$ cat config.mk
export PLATFORM = sky130hd
export DESIGN_NAME = instruction_fetch_unit
export DESIGN_NICKNAME = d
export VERILOG_FILES = /design/src/rtl/riscv_pkg.sv /design/src/rtl/if_id_pipeline_reg.sv /design/src/rtl/instruction_fetch_unit.sv
export SDC_FILE = /design/constraint.sdc
export NUM_CORES = 1
export LEC_CHECK = 0
export BUFFER_PORTS_ARGS = -buffer_cell sky130_fd_sc_hd__buf_2
export CAP_MARGIN = 5
export CELL_PAD_IN_SITES_DETAIL_PLACEMENT = 0
export CELL_PAD_IN_SITES_GLOBAL_PLACEMENT = 2
export CORE_MARGIN = 2
export CORE_UTILIZATION = 32
export CTS_CLUSTER_DIAMETER = 200
export DETAILED_ROUTE_END_ITERATION = 8
export GPL_TIMING_DRIVEN = 0
export HOLD_SLACK_MARGIN = 0.1
export PLACE_DENSITY_LB_ADDON = 0.1
export SLEW_MARGIN = 20
export SYNTH_ARGS = -nofsm -noshare
export SYNTH_HDL_FRONTEND = slang
export SYNTH_HIERARCHICAL = 1
export SYNTH_SLANG_ARGS = --single-unit
$ cat constraint.sdc
create_clock -name CLK -period 2.45 [get_ports CLK]
set_clock_uncertainty 0.05 [all_clocks]
set_input_delay 0.6125 -clock CLK [delete_from_list [all_inputs] [get_ports CLK]]
set_output_delay 0.6125 -clock CLK [all_outputs]
set_load 0.01 [all_outputs]
$ cat src/rtl/riscv_pkg.sv
// Shared RV32I pipeline definitions: bubble encoding, reset vector and fetch FSM encoding.
package riscv_pkg;

    localparam logic [31:0] NOP_INSTR            = 32'h0000_0013;
    localparam logic [31:0] RESET_VECTOR_DEFAULT = 32'h0000_0000;

    typedef enum logic [1:0] {
        FETCH_IDLE    = 2'd0,
        FETCH_REQ     = 2'd1,
        FETCH_HOLD    = 2'd2,
        FETCH_DISCARD = 2'd3
    } fetch_state_t;

    function automatic logic [31:0] word_align(input logic [31:0] i_addr);
        return {i_addr[31:2], 2'b00};
    endfunction

endpackage

$ cat src/rtl/if_id_pipeline_reg.sv
// IF/ID pipeline register with flush (highest priority), load and implicit hold.
module if_id_pipeline_reg
    import riscv_pkg::*;
#(
    parameter logic [31:0] BUBBLE_INSTR = riscv_pkg::NOP_INSTR
) (
    input  logic        i_clk,
    input  logic        i_rst_n,
    input  logic        i_load,
    input  logic        i_flush,
    input  logic [31:0] i_pc,
    input  logic [31:0] i_instruction,
    input  logic        i_valid,
    output logic [31:0] o_pc,
    output logic [31:0] o_instruction,
    output logic        o_valid
);

    logic [31:0] r_pc;
    logic [31:0] r_instruction;
    logic        r_valid;

    // A flush keeps the stale pc; only valid and the instruction word matter downstream.
    always_ff @(posedge i_clk or negedge i_rst_n) begin
        if (!i_rst_n) begin
            r_pc          <= 32'h0000_0000;
            r_instruction <= BUBBLE_INSTR;
            r_valid       <= 1'b0;
        end else if (i_flush) begin
            r_instruction <= BUBBLE_INSTR;
            r_valid       <= 1'b0;
        end else if (i_load) begin
            r_pc          <= i_pc;
            r_instruction <= i_instruction;
            r_valid       <= i_valid;
        end
    end

    assign o_pc          = r_pc;
    assign o_instruction = r_instruction;
    assign o_valid       = r_valid;

endmodule

$ cat src/rtl/instruction_fetch_unit.sv
// RV32I fetch stage: owns the PC, runs the imem read handshake and fills the IF/ID register.
module instruction_fetch_unit
    import riscv_pkg::*;
#(
    parameter logic [31:0] RESET_VECTOR = riscv_pkg::RESET_VECTOR_DEFAULT,
    parameter logic [31:0] NOP_INSTR    = riscv_pkg::NOP_INSTR
) (
    input  logic        CLK,
    input  logic        RESET,
    input  logic        branch_jump_mux_signal,
    input  logic [31:0] Branch_jump_PC_OUT,
    input  logic        stall,
    output logic [31:0] imem_address,
    output logic        imem_read,
    input  logic [31:0] imem_readdata,
    input  logic        imem_busywait,
    output logic [31:0] if_id_pc,
    output logic [31:0] if_id_instruction,
    output logic        if_id_valid
);

    fetch_state_t r_state, w_next_state;
    logic [31:0]  r_pc, w_next_pc;
    logic [31:0]  r_req_addr, w_next_req_addr;
    logic [31:0]  r_buf_pc, w_next_buf_pc;
    logic [31:0]  r_buf_instr, w_next_buf_instr;

    logic         w_ifid_load;
    logic         w_ifid_flush;
    logic [31:0]  w_ifid_pc;
    logic [31:0]  w_ifid_instr;
    logic         w_ifid_valid;

    logic [31:0]  w_target;
    logic [31:0]  w_pc_plus4;
    logic         w_complete;

    assign w_target     = word_align(Branch_jump_PC_OUT);
    assign w_pc_plus4   = r_pc + 32'd4;
    assign imem_read    = (r_state == FETCH_REQ) || (r_state == FETCH_DISCARD);
    assign imem_address = r_req_addr;
    assign w_complete   = imem_read && !imem_busywait;

    always_ff @(posedge CLK or negedge RESET) begin
        if (!RESET) begin
            r_state     <= FETCH_IDLE;
            r_pc        <= RESET_VECTOR;
            r_req_addr  <= RESET_VECTOR;
            r_buf_pc    <= 32'h0000_0000;
            r_buf_instr <= NOP_INSTR;
        end else begin
            r_state     <= w_next_state;
            r_pc        <= w_next_pc;
            r_req_addr  <= w_next_req_addr;
            r_buf_pc    <= w_next_buf_pc;
            r_buf_instr <= w_next_buf_instr;
        end
    end

    always_comb begin
        w_next_state     = r_state;
        w_next_pc        = r_pc;
        w_next_req_addr  = r_req_addr;
        w_next_buf_pc    = r_buf_pc;
        w_next_buf_instr = r_buf_instr;
        w_ifid_load      = 1'b0;
        w_ifid_flush     = 1'b0;
        w_ifid_pc        = r_req_addr;
        w_ifid_instr     = NOP_INSTR;
        w_ifid_valid     = 1'b0;

        unique case (r_state)
            FETCH_IDLE: begin
                w_next_state    = FETCH_REQ;
                w_next_req_addr = r_pc;
            end
            FETCH_REQ: begin
                if (branch_jump_mux_signal) begin
                    w_next_pc        = w_target;
                    w_ifid_flush     = 1'b1;
                    w_next_buf_pc    = 32'h0000_0000;
                    w_next_buf_instr = NOP_INSTR;
                    // A stalled request cannot be withdrawn; it is waited out in DISCARD.
                    if (imem_busywait) begin
                        w_next_state = FETCH_DISCARD;
                    end else begin
                        w_next_req_addr = w_target;
                    end
                end else if (w_complete) begin
                    w_next_pc = w_pc_plus4;
                    if (!stall) begin
                        w_ifid_load     = 1'b1;
                        w_ifid_instr    = imem_readdata;
                        w_ifid_valid    = 1'b1;
                        w_next_req_addr = w_pc_plus4;
                    end else begin
                        w_next_buf_pc    = r_req_addr;
                        w_next_buf_instr = imem_readdata;
                        w_next_state     = FETCH_HOLD;
                    end
                end else if (!stall) begin
                    w_ifid_load = 1'b1;
                end
            end
            FETCH_HOLD: begin
                if (branch_jump_mux_signal) begin
                    w_next_pc        = w_target;
                    w_ifid_flush     = 1'b1;
                    w_next_buf_pc    = 32'h0000_0000;
                    w_next_buf_instr = NOP_INSTR;
                    w_next_req_addr  = w_target;
                    w_next_state     = FETCH_REQ;
                end else if (!stall) begin
                    w_ifid_load     = 1'b1;
                    w_ifid_pc       = r_buf_pc;
                    w_ifid_instr    = r_buf_instr;
                    w_ifid_valid    = 1'b1;
                    w_next_req_addr = r_pc;
                    w_next_state    = FETCH_REQ;
                end
            end
            FETCH_DISCARD: begin
                if (branch_jump_mux_signal) begin
                    w_next_pc = w_target;
                end
                if (!imem_busywait) begin
                    w_next_state    = FETCH_REQ;
                    w_next_req_addr = branch_jump_mux_signal ? w_target : r_pc;
                end
            end
            default: begin
                w_next_state = FETCH_IDLE;
            end
        endcase
    end

    if_id_pipeline_reg #(
        .BUBBLE_INSTR (NOP_INSTR)
    ) u_if_id (
        .i_clk         (CLK),
        .i_rst_n       (RESET),
        .i_load        (w_ifid_load),
        .i_flush       (w_ifid_flush),
        .i_pc          (w_ifid_pc),
        .i_instruction (w_ifid_instr),
        .i_valid       (w_ifid_valid),
        .o_pc          (if_id_pc),
        .o_instruction (if_id_instruction),
        .o_valid       (if_id_valid)
    );

endmodule

==> summary.txt, run 1 <==
Status
  – Status: finished, final reports clean

Timing
  – Slew HR: between 30% and 40%
  – Slew @ Worst Pin: 0.982 ns
  – Fin worst setup slack: 0.0445 ns
  – Final slew viol count: 0
  – Unrepaired setup endpoints after global routing: true
  – Min cycle time layout: 2.41 ns
  – Final period utilization: between 90% and 100%
  – Maximum operating frequency: 0.416 GHz
  – Final Hold Fails: 0
  – Final Setup Violations: 0
  – Setup TNS: 0 ns

Drt
  – Wirelength per Cell: around 24 um
  – Routed WL: 43.2 mm
  – DRC viols: 0
  – Routed vias: 9878
  – DRT Pass-1 Iters: 5
  – DR iter-0 viols: 750
  – Post-route ant nets: 0
  – Via/cell ratio: 5.50

Floorplan
  – Initial core utilization: about 32%
  – Die area: around 35000 um^2
  – Row Count: 67
  – Die height: roughly 190 um
  – DIE WIDTH: around 190 um
  – Core region area: 33400 um^2
  – # IOs: roughly 170

Critical path
  – Nature of the critical path endpoint: register
  – Critical path type: input pin to register
  – Worst path cell trace: buf_2 -> buf_6 -> clkbuf_4 -> clkbuf_4 -> and2_1 -> buf_2 -> nor2b_4 -> buf_6 -> buf_6 -> mux2_4
  – Max Fanout on Critical Path: 10
  – Crit path buf inv count: 7
  – CP arrival: 2.70 ns
  – Delay-heaviest family, CP: buffers and inverters
  – Top cell by count, worst path: buf_6
  – R2R cell count: 6
  – Crit start category: input pin
  – Reg-to-Reg Start: r_state[1]
  – Critical R2R Capture: imem_address[24]
  – FF-to-FF setup slack: 0.05 ns
  – Critical path's slowest cell: mux2_4
  – Worst Path Required: 2.74 ns
  – Critical Path Max Stage Delay: 0.30 ns

Run
  – Max-cap violation count: 0

Placement
  – Final GP Congestion: 0.878
  – Buffers on Ports: approximately 160
  – Pre-CTS setup slack: -1.06 ns
  – Detailed Place HPWL: 30.9 mm

Pwr
  – LEAKAGE: 5.90 nW
  – Pwr dens: 1310 nW/um^2
  – VDD IR max: ~0.59 mV

Logic synthesis
  – Synth Area per Inst: ~9.6 um^2
  – Fraction of registers with async set/reset: 100%
  – Xor/xnor share of the synthesized area: 0.645%
  – Synth cell types: a little over 70
  – Simple-gate portion of the synthesized area: 16.1%
  – Number of enable flip-flop cells after synthesis: 0
  – Synth area leaders: dfrtp_1 (44%), mux2i_1 (4.6%), o21ai_0 (4.3%)
  – Mapped Cells: 1128
  – Combinational family with the most area after synthesis: compound AO/OA/AOI/OAI gates
  – Syn Std Cell Area: about 11000 um^2
  – Synth Area in Adders: less than 1%
  – Mapped Nets: about 1200
  – Top-area cell type share of the netlist area: 43.5%
  – Multiplexer share of the synthesized area: 12.3%
  – Top FF cell, synth: dfrtp_1
  – Ys Warns: 6
  – Seq/Total Area, Yosys: 45.0%
  – Synth Register Bits: a little under 200
  – Compound-Gate Fraction of Synth Area: 20.4%
  – Synth area leader: dfrtp_1

Finish
  – Final net count: around 1400
  – Share of cells above drive strength 1: 30.8%
  – Synth-to-layout area growth: 24.1%
  – Antenna diodes: 0

Clock network
  – CTS root buffer: clkbuf_16
  – CTS tree: yes
  – Clock Latency Late Sink: roughly 0.47 ns
  – Max clock buf depth: 2
  – TritonCTS Buffers: 17
  – H-tree depth: 4
  – CTS clock-pin slew for the worst setup and hold paths: about 0.080 ns
  – Clock Sinks: 195

Min path
  – HP Start: imem_readdata[14]
  – Hold Path Stages: 3
  – Hold worst-path end: r_buf_instr[14]
  – Hold crit path type: input pin to register

Global routing
  – Tot GR Track Use: 24.5%
  – Initial antenna violation count: 1
  – GRT overflow: 0
  – Largest net degree at the start of global routing: between 70 and 80
  – Number of global-route vias before repair: 9430
  – First-pass GRT wire length: 64.6 mm
[how the worst max path moves through the flow]
stage                                 startpoint          endpoint  slack, ns  cells past startpoint
final                     branch_jump_mux_signal  u_if_id/o_pc[10]       0.04                     10
after global routing                  r_state[0]   imem_address[4]      -0.02                     10
after detailed placement              r_state[0]           r_pc[9]      -1.06                      8
after global placement                     RESET  imem_address[17]      -3.06                      1
after floorplan           branch_jump_mux_signal   u_if_id/o_pc[0]       0.06                     10
after CTS                             r_state[1]          r_pc[15]      -0.02                      9
[placed cells by master, fill, tap and decap left out, types with 6 or more instances in the layout]
cell type	instances
buf_4	31
o22ai_1	20
a221oi_1	10
a21oi_1	39
xnor2_1	7
and4_1	6
mux2i_1	50
clkbuf_16	18
o31ai_1	6
or3_1	13
nand4_1	14
a22oi_1	40
mux2_4	31
buf_2	185
buf_6	10
clkbuf_4	10
nand2_1	116
clkbuf_2	27
nor2_1	80
o21a_1	7
inv_1	10
nor4_1	11
nor3_1	18
dfrtp_1	187
mux2_2	33
o21ai_0	89
clkbuf_1	25
a211o_1	6
a22o_1	34
a221o_1	14
nand3_1	18
o211ai_1	7
nor2b_1	37
dfstp_2	6
a31oi_1	10
[logic make-up (layout without fill, tap and decap cells)]
group	count (synthesis)	count (layout)
AOI/OAI and AO/OA	325	325
xor gates and xnor gates	8	8
adders and majority gates	5	5
buffers and inverters	125	346
DFF	195	195
muxes	114	114
and+or+nand+nor	356	356
[metrics by stage]
stage	hold WS, ns	total power, mW	util [%]	instances	cell area (um^2)
2_1_floorplan	0.267	10.6	-	1128	10900
3_3_place_gp	0.413	13.9	36.6	1739	12200
3_5_place_dp	0.421	14.0	36.8	1741	12300
4_1_cts	0.325	17.6	40.0	1794	13400
5_1_grt	0.341	18.8	40.3	1797	13500
6_report	0.345	17.7	40.3	1797	13500
[registers in the layout (all words and copies together) (netlist names)]
| register | cells |
|---|---|
| u_if_id/o_valid | 1 |
| imem_address | 32 |
| r_buf_pc | 32 |
| u_if_id/o_pc | 32 |
| r_state | 2 |
| r_buf_instr | 32 |
| r_pc | 32 |
| u_if_id/o_instruction | 32 |
[worst reg2reg max path: stages, from the launching register on]
cell,delay [ns]
dfrtp_1,0.41
inv_2,0.10
ha_4,0.19
buf_4,0.15
nor2b_1,0.47
nand2_2,0.32
o41ai_2,0.56
[cell usage after synthesis (all sizes together), types with 15 or more instances]
| cell type | count |
|---|---|
| mux2i | 50 |
| a22o | 34 |
| mux2 | 64 |
| dfrtp | 189 |
| nand4 | 15 |
| o21ai | 94 |
| nand2 | 117 |
| nor3 | 25 |
| nor2 | 84 |
| nor2b | 38 |
| clkbuf | 72 |
| buf | 40 |
| a21oi | 40 |
| a22oi | 40 |
| nand3 | 19 |
| o22ai | 21 |
[per-layer routing]
| layer | GRT usage, % | vias up | share of wire (%) |
|---|---|---|---|
| met2 | 36.7 | 325 | 44 |
| met1 | 36.8 | 4956 | 49 |
| li1 | - | 4553 | - |
| met5 | 0 | - | 0 |
| met3 | 3.24 | 44 | 5.2 |
| met4 | 7.30 | 0 | 2.0 |
[power by group]
part           internal, mW  total (mW)  switching, mW
clock                  1.39        2.94           1.55
sequential             4.47        5.51           1.04
combinational          3.77        9.27           5.51
total                  9.62        17.7           8.10
[layout make-up]
class	count	area (um^2)
fill	3439	20000
clock inverter	15	178
tap	448	561
timing repair buffer	193	1110
multi-input combinational	808	5610
inverter	13	51.3
buffer	108	661
clock buffer	17	425
sequential	195	4890
[repair_timing]
action / 4_1_cts / 5_1_grt
resized for setup: 100 / 41
hold buffers: 1 / 0
setup endpoints to repair: 195 / 143
pin swaps: 8 / 6
setup buffers: 23 / 4
endpoints found under the hold margin: 50 / 0
Note: power is estimated with default switching activity, not from simulation.
==> run 2: changes to the inputs <==
Settings changed: CORE_ASPECT_RATIO from default to 0.9, CORE_UTILIZATION 32 to 31, SYNTH_HIERARCHICAL 1 to default.
==> run 2 against run 1 <==
Net effect: the flow now finishes with violations (setup timing); critical path depth down 5; register-to-register slack about the same; sequential share of layout area up 2.1 points.
==> summary.txt, run 2 <==
Logic synthesis
  – Number of enable flip-flop cells after synthesis: 0
  – Syn Std Cell Area: between 10000 and 15000 um^2
  – Synth cell count leaders: dfrtp_1 (189), nand2_1 (188), o21ai_0 (143)
  – Cell with the most instances after synthesis: dfrtp_1
  – Synth area leaders: dfrtp_1 (47%), o21ai_0 (7.0%), nand2_1 (6.9%)
  – Mapped Cells: ~1100
  – Top FF cell, synth: dfrtp_1
  – Synth Register Bits: 195
  – Ys Warns: 0
  – Synth cell types: 71
  – Synth Area per Inst: 9.08 um^2
  – Synth area leader: dfrtp_1
  – Seq/Total Area, Yosys: roughly half
  – Top-area cell type share of the netlist area: 46.6%
  – Fraction of registers with async set/reset: between 90% and 100%
  – Mapped Nets: 1193

Timing
  – Fin worst setup slack: -0.00480 ns
  – Slew @ Worst Pin: between 0.9 and 1 ns
  – WHS: 0.357 ns
  – Unrepaired setup endpoints after global routing: true
  – Min cycle time layout: 2.45 ns
  – Final Setup Violations: 1
  – Setup TNS: -0.00480 ns
  – Final slew viol count: 0
  – Final Hold Fails: 0
  – Slew HR: 37.9%
  – Final period utilization: 100%
  – Maximum operating frequency: 0.407 GHz

Critical path
  – Delay-heaviest family, CP: buffers and inverters
  – Max Fanout on Critical Path: 10
  – Nature of the critical path endpoint: register
  – Crit start category: input pin
  – Critical R2R Capture: imem_address[4]
  – Worst path cell trace: buf_2 -> buf_1 -> clkbuf_1 -> o21ai_0 -> a31oi_1
  – Critical Path Max Stage Delay: approximately 0.74 ns
  – FF-to-FF setup slack: 0.04 ns
  – Worst Path Required: 2.77 ns
  – Reg-to-Reg Start: r_state[0]
  – Crit path buf inv count: 3
  – CP arrival: ~2.8 ns
  – R2R cell count: 7
  – Critical path type: input pin to register
  – Critical path's slowest cell: buf_1

Pwr
  – VDD IR max: 0.606 mV
  – Pwr dens: 1360 nW/um^2
  – LEAKAGE: around 5.7 nW

Run
  – Max-cap violation count: 0

Min path
  – Hold Path Stages: 3
  – Hold crit path type: input pin to register
  – HP Start: imem_readdata[14]
  – Hold worst-path end: r_buf_instr[14]

Drt
  – Via/cell ratio: 5.52
  – DRC viols: 0
  – DRT Pass-1 Iters: 6
  – Wirelength per Cell: 23.7 um
  – DR iter-0 viols: 879
  – Routed vias: 9678
  – Routed WL: 41.5 mm
  – Post-route ant nets: 0

Clock network
  – CTS clock-pin slew for the worst setup and hold paths: 0.09 ns
  – Max clock buf depth: 2
  – Clock Latency Late Sink: 0.45 ns
  – H-tree depth: 4
  – Clock Sinks: 195
  – TritonCTS Buffers: 17
  – CTS tree: yes
  – CTS root buffer: clkbuf_16

Placement
  – Detailed Place HPWL: 29.8 mm
  – Final GP Congestion: about 0.88
  – Pre-CTS setup slack: -1.18 ns
  – Buffers on Ports: 162

Floorplan
  – Core region area: 32100 um^2
  – Die height: 176 um
  – DIE WIDTH: about 190 um
  – Initial core utilization: 31.6%
  – # IOs: ~170
  – Row Count: between 60 and 70
  – Die area: 34200 um^2

Global routing
  – First-pass GRT wire length: between 60 and 70 mm
  – Initial antenna violation count: 0
  – Largest net degree at the start of global routing: 74
  – Number of global-route vias before repair: 9277
  – Tot GR Track Use: 24.2%
  – GRT overflow: 0

Finish
  – Antenna diodes: 0
  – Synth-to-layout area growth: 25.4%
  – Final net count: 1398
  – Most frequent cells in the layout: nand2_1 (187), dfrtp_1 (187), buf_2 (174), o21ai_0 (142), nor2_1 (65)
  – Share of cells above drive strength 1: 25.4%

Status
  – Status: complete, but fails checks
  – Failing checks: setup timing
-- run 2: logic make-up (layout without fill, tap and decap cells) --
group / count (synthesis) / count (layout) / synth area share (%)
and+or+nand+nor: 372 / 372 / 17.1
xor gates and xnor gates: 5 / 5 / 0.431
muxes: 56 / 56 / 5.58
adders and majority gates: 5 / 5 / 0.616
AOI/OAI and AO/OA: 367 / 367 / 23.5
buffers and inverters: 119 / 336 / 4.73
DFF: 195 / 195 / 48.1
-- run 2: stage by stage --
step,power [mW],cell area [um^2],instances,utilization [%]
2_1_floorplan,10.2,10200,1119,-
3_3_place_gp,13.5,11500,1697,35.8
3_5_place_dp,13.6,11600,1699,36.0
4_1_cts,17.0,12500,1745,39.0
5_1_grt,18.4,12700,1752,39.7
6_report,17.3,12700,1752,39.7
-- run 2: layout make-up --
| type | count | area [um^2] |
|---|---|---|
| Inverter | 13 | 48.8 |
| Clock inverter | 13 | 144 |
| Fill cell | 3339 | 19400 |
| Clock buffer | 18 | 429 |
| Sequential cell | 195 | 4890 |
| Tap cell | 416 | 520 |
| Timing Repair Buffer | 192 | 1110 |
| Multi-Input combinational cell | 805 | 5040 |
| Buffer | 100 | 558 |
-- run 2: report_power, final --
part	internal [mW]	switching [mW]	total, mW
clock network	1.36	1.45	2.81
logic	3.20	5.58	8.79
registers	4.55	1.16	5.71
-- run 2: worst register-to-register path: cells and delay by family, from the launching register on --
kind | cells | cell delay (ns)
AOI/OAI and AO/OA | 2 | 0.36
adders and majority gates | 1 | 0.28
buffers and inverters | 3 | 1.13
DFF | 1 | 0.45
and+or+nand+nor | 1 | 0.09
-- run 2: per-layer routing --
layer	GRT usage [%]	routed length (um)	up-vias
li1	-	-	4497
met1	37.1	20800	4763
met2	35.1	17200	379
met3	4.30	2770	39
met4	5.44	731	0
met5	0	0	-
-- run 2: worst max-delay path by stage --
stage / from / to / depth (start not counted)
2_1_floorplan: r_state[0] / r_pc[3] / 8
3_3_place_gp: RESET / r_pc[2] / 1
3_5_place_dp: r_state[0] / imem_address[10] / 9
4_1_cts: r_pc[3] / imem_address[26] / 6
5_1_grt: branch_jump_mux_signal / imem_address[11] / 5
6_report: branch_jump_mux_signal / imem_address[11] / 5
-- run 2: what timing repair did --
item,CTS,global route
hold buffers,1,0
gates resized for setup,83,58
buffers inserted,16,11
setup endpoints to repair,190,146
hold endpoints to repair,40,0
pin swaps,8,10
